File: src/rtl/pb_debounce_onepulse_pkg.sv
// Shared definitions for the push-button debouncer: FSM state encodings and
// default parameter values used by tops and testbenches alike.
package pb_debounce_onepulse_pkg;

    localparam int unsigned DefSyncStages     = 2;
    localparam int unsigned DefDebounceCycles = 16;

    typedef enum logic [1:0] {
        StIdle        = 2'b00,
        StPressWait   = 2'b01,
        StPressed     = 2'b10,
        StReleaseWait = 2'b11
    } pb_state_e;

endpackage

File: src/rtl/pb_debounce_onepulse_sync.sv
// Multi-flop synchroniser bringing the asynchronous button line into the clk domain.
// All stages clear asynchronously on reset.
module pb_sync #(
    parameter int unsigned SYNC_STAGES = 2
) (
    input  logic clk,
    input  logic rst,
    input  logic i_d,
    output logic o_q
);

    logic [SYNC_STAGES-1:0] r_sync;

    always_ff @(posedge clk or negedge rst) begin
        if (!rst) begin
            r_sync <= '0;
        end else begin
            r_sync <= {r_sync[SYNC_STAGES-2:0], i_d};
        end
    end

    assign o_q = r_sync[SYNC_STAGES-1];

endmodule

File: src/rtl/pb_debounce_onepulse.sv
// Push-button conditioner: synchronise, debounce, and emit one-cycle press and
// release pulses alongside the debounced level. All outputs are registered.
module pb_debounce_onepulse
    import pb_debounce_onepulse_pkg::*;
#(
    parameter int unsigned SYNC_STAGES     = DefSyncStages,
    parameter int unsigned DEBOUNCE_CYCLES = DefDebounceCycles
) (
    input  logic clk,
    input  logic rst,
    input  logic pb_in,
    output logic pb_level,
    output logic pb_pulse,
    output logic pb_release
);

    localparam int unsigned     CNT_W   = $clog2(DEBOUNCE_CYCLES) + 1;
    localparam logic [CNT_W-1:0] CntLast = CNT_W'(DEBOUNCE_CYCLES - 1);
    localparam logic [CNT_W-1:0] CntOne  = CNT_W'(1);

    logic             w_ps;
    pb_state_e        r_state, w_state_d;
    logic [CNT_W-1:0] r_cnt, w_cnt_d;
    logic             r_level, r_pulse, r_release;
    logic             w_level_d, w_pulse_d, w_release_d;

    pb_sync #(
        .SYNC_STAGES(SYNC_STAGES)
    ) u_sync (
        .clk(clk),
        .rst(rst),
        .i_d(pb_in),
        .o_q(w_ps)
    );

    always_comb begin
        w_state_d   = r_state;
        w_cnt_d     = r_cnt;
        w_pulse_d   = 1'b0;
        w_release_d = 1'b0;
        case (r_state)
            StIdle: begin
                if (w_ps) begin
                    w_state_d = StPressWait;
                    w_cnt_d   = CntOne;
                end
            end
            StPressWait: begin
                if (!w_ps) begin
                    w_state_d = StIdle;
                    w_cnt_d   = '0;
                end else if (r_cnt == CntLast) begin
                    w_state_d = StPressed;
                    w_cnt_d   = '0;
                    w_pulse_d = 1'b1;
                end else begin
                    w_cnt_d = r_cnt + CntOne;
                end
            end
            StPressed: begin
                if (!w_ps) begin
                    w_state_d = StReleaseWait;
                    w_cnt_d   = CntOne;
                end
            end
            StReleaseWait: begin
                if (w_ps) begin
                    w_state_d = StPressed;
                    w_cnt_d   = '0;
                end else if (r_cnt == CntLast) begin
                    w_state_d   = StIdle;
                    w_cnt_d     = '0;
                    w_release_d = 1'b1;
                end else begin
                    w_cnt_d = r_cnt + CntOne;
                end
            end
            default: begin
                w_state_d = StIdle;
                w_cnt_d   = '0;
            end
        endcase
    end

    // Level follows the state being entered so it rises with the press pulse.
    assign w_level_d = (w_state_d == StPressed) || (w_state_d == StReleaseWait);

    always_ff @(posedge clk or negedge rst) begin
        if (!rst) begin
            r_state   <= StIdle;
            r_cnt     <= '0;
            r_level   <= 1'b0;
            r_pulse   <= 1'b0;
            r_release <= 1'b0;
        end else begin
            r_state   <= w_state_d;
            r_cnt     <= w_cnt_d;
            r_level   <= w_level_d;
            r_pulse   <= w_pulse_d;
            r_release <= w_release_d;
        end
    end

    assign pb_level   = r_level;
    assign pb_pulse   = r_pulse;
    assign pb_release = r_release;

endmodule

File: config.mk
export PLATFORM = sky130hd
export DESIGN_NAME = pb_debounce_onepulse
export DESIGN_NICKNAME = d
export VERILOG_FILES = /design/src/rtl/pb_debounce_onepulse_pkg.sv /design/src/rtl/pb_debounce_onepulse_sync.sv /design/src/rtl/pb_debounce_onepulse.sv
export SDC_FILE = /design/constraint.sdc
export NUM_CORES = 1
export LEC_CHECK = 0
export CAP_MARGIN = 20
export CORE_MARGIN = 4
export CORE_UTILIZATION = 35
export DETAILED_ROUTE_END_ITERATION = 10
export PLACE_DENSITY_LB_ADDON = 0.08
export SLEW_MARGIN = 20
export SYNTH_ARGS = -nofsm -noshare
export SYNTH_HDL_FRONTEND = slang
export SYNTH_HIERARCHICAL = 1
export SYNTH_SLANG_ARGS = --single-unit
File: constraint.sdc
create_clock -name clk -period 1.5 [get_ports clk]
set_input_delay 0.225 -clock clk [delete_from_list [all_inputs] [get_ports clk]]
set_output_delay 0.225 -clock clk [all_outputs]
set_load 0.005 [all_outputs]
==> flow_metrics.tcl <==
set metrics [dict create \
    grt_first_pass_wirelength_mm 1.33 \
    yosys.area.top_type "dfrtp_1" \
    grt_overflow 0 \
    cts-buffers-inserted 3 \
    core_area_um2 1350 \
    setup_ws_ns 0.0707 \
    n_antenna_cell 0 \
    crit_path_start_kind "flip-flop" \
    setup_viol 0 \
    p_leak_nw 0.268 \
    p_int_w 0.000504 \
    power_frac_comb_pct 6.5 \
    fill_cells 116 \
    powerDensity_nw_per_um2 1040 \
    status "completed" \
    crit_fanout 5 \
    cp_data_required_time_ns 1.65 \
    clk_path_buf_depth 2 \
    layout_common_cells "dfrtp_1 (12), clkdlybuf4s50_1 (5), nand2_1 (4)" \
    rsz0062_at_grt "false" \
    power.share.clock_pct 38.8 \
    clock-root-buffer "clkbuf_4" \
    via_per_inst 5.11 \
    drc 0 \
    cp-end-kind "flip-flop" \
    hold_viol 0 \
    max_stage_delay_ns 0.41 \
    total_power_w 0.000646 \
    max_freq_mhz 700 \
    synthTopCellsByArea "dfrtp_1 (58%), mux2_2 (4.4%), nand2_1 (3.6%), xor2_1 (3.4%), o32ai_2 (3.1%)" \
    synth_seq_cells 12 \
    fin_setup_tns_ns 0 \
    place_congestion 0.649 \
    netSwitchingFraction_pct 22.0 \
    tritoncts "done" \
    worstPathArrival_ns 1.58 \
    hold_path_class "in -> async" \
    max_slew_margin_pct 64.9 \
    post-dp-hpwl_um 578 \
    synth_cell_types 18 \
    finalMaxSlewViolations 0 \
    cp_cell_sequence "ha_1, and4b_4, nand2_2, mux2_2" \
    post-route-period-util_pct 95.3 \
    num_rows 13 \
    ir_worst_vdd_v 0.000564 \
    seq_area_um2 300 \
    multi_input_area_um2 214 \
    clock_latency_ns 0.27 \
    critPathSlowestCell "dfrtp_1" \
    io_pins 6 \
    period_minus_slack_ns 1.43 \
    grt_pass1_vias 312 \
    drive_gt1_share_pct 22.4 \
    cp_num_buf_inv 0 \
    io_buffers 5 \
    switchingPower_w 0.000142 \
    grt_max_degree 13 \
    postSynthAreaPerCell_um2 12.6 \
    reg2reg_slack_ns 0.07 \
    clock-sinks 12 \
    worst_pin_slew_ns 0.526 \
    die_area_um2 2160 \
    ant_nets 0 \
    synthToLayoutAreaGrowth_pct 19.9 \
    drv_cap 0 \
    syn_inst 41 \
    syn-cell-area_um2 517 \
    seq_power_share_pct 54.7 \
    start_util_pct 38.3 \
    antenna_found_initial 0 \
    yosysWarnings 6 \
    vias 327 \
    grtUsageTotal_pct 9.40 \
    fin_nets 54 \
    ff2ff_path_depth 4 \
    clk_pin_slew_ns 0.08 \
    post-place-ws_ns 0.0442 \
    seq_area_frac_synth_pct 58.1 \
    drtPass1Iterations 4 \
    crit_type "reg -> reg" \
    synth_nets 45 \
    clock_skew_ns 0.0111 \
    die_height_um 46.4 \
    die_w_um 46.4 \
    first_iter_violations 10 \
    wl_um 795 \
    htreeDepth 1 \
    cts_setup_buffers 0 \
    layout_commonest_cell "dfrtp_1" \
    wl_per_cell_um 12.4 \
    synth_top_area_share_pct 58.1 \
    worstReg2RegStart "r_cnt[0]" \
    cp_top_family "flip-flops" \
    worstReg2RegEnd "r_state[1]" \
    hold_buffers 0 \
]
-- area by class of cell --
| cell class | instances | area share [%] |
|---|---|---|
| Clock buffer | 4 | 5.86 |
| Tap cell | 15 | 3.03 |
| Timing Repair Buffer | 5 | 8.08 |
| Sequential cell | 12 | 48.5 |
| Multi-Input combinational cell | 28 | 34.5 |
-- through the flow --
stage | util, % | cells | instance area (um^2) | hold WS [ns]
after floorplan | - | 41 | 517 | -0.0706
after global placement | 43.0 | 60 | 581 | 0.341
after detailed placement | 43.0 | 60 | 581 | 0.341
after CTS | 45.7 | 64 | 617 | 0.308
after global routing | 45.9 | 64 | 619 | 0.332
final | 45.9 | 64 | 619 | 0.293
-- cell usage after synthesis (all sizes together) --
master	count
and4b	1
mux2	2
o21ai	3
xor2	3
buf	1
nand3	3
nand4b	1
nor2	1
and3	1
ha	1
xnor2	1
o21a	2
a21oi	1
nor3b	2
dfrtp	12
o32ai	1
nand2	5
-- flip-flops by register name (all words and copies together) (netlist names) --
| name | flops |
|---|---|
| r_cnt | 5 |
| r_state | 2 |
| u_sync/r_sync | 2 |
| pb_level | 1 |
| pb_pulse | 1 |
| pb_release | 1 |
-- layer usage --
layer | up-vias | part of all wire, % | GRT usage [%]
met5 | - | 0 | 0
met4 | 0 | 0 | 4.55
met3 | 0 | 9.9 | 5.86
met2 | 13 | 46 | 12.6
met1 | 154 | 44 | 11.6
li1 | 160 | - | -
-- cell families (layout without fill, tap and decap cells) --
kind of cell | after synthesis | in the layout | synth area share [%]
and+or+nand+nor | 14 | 14 | 16.0
DFF | 12 | 12 | 58.1
AOI/OAI and AO/OA | 7 | 7 | 9.93
xor gates and xnor gates | 4 | 4 | 8.23
muxes | 2 | 2 | 4.36
adders and majority gates | 1 | 1 | 2.42
buffers and inverters | 1 | 9 | 0.968
-- timing repair --
action	CTS	global route
setup endpoints to repair	0	1
resized for setup	0	1
hold endpoints to repair	0	0
-- power groups by stage --
stage           logic, W  registers, W  clock network [W]
2_1_floorplan  0.0000299      0.000353                  0
3_3_place_gp   0.0000402      0.000359                  0
3_5_place_dp   0.0000427      0.000359                  0
4_1_cts        0.0000429      0.000353           0.000262
5_1_grt        0.0000483      0.000356           0.000277
6_report       0.0000417      0.000354           0.000251
-- worst max path at each step --
stage	start	end	slack, ns	cells after the start
floorplan	r_cnt[0]	pb_level	0.12	4
global placement	r_cnt[0]	pb_level	0.05	4
detailed placement	r_cnt[0]	r_state[1]	0.04	4
CTS	r_cnt[0]	r_state[1]	0.03	4
global route	r_cnt[0]	r_state[1]	0.02	4
finish	r_cnt[0]	r_state[1]	0.07	4
No activity file was read; power rests on OpenSTA's default activity.
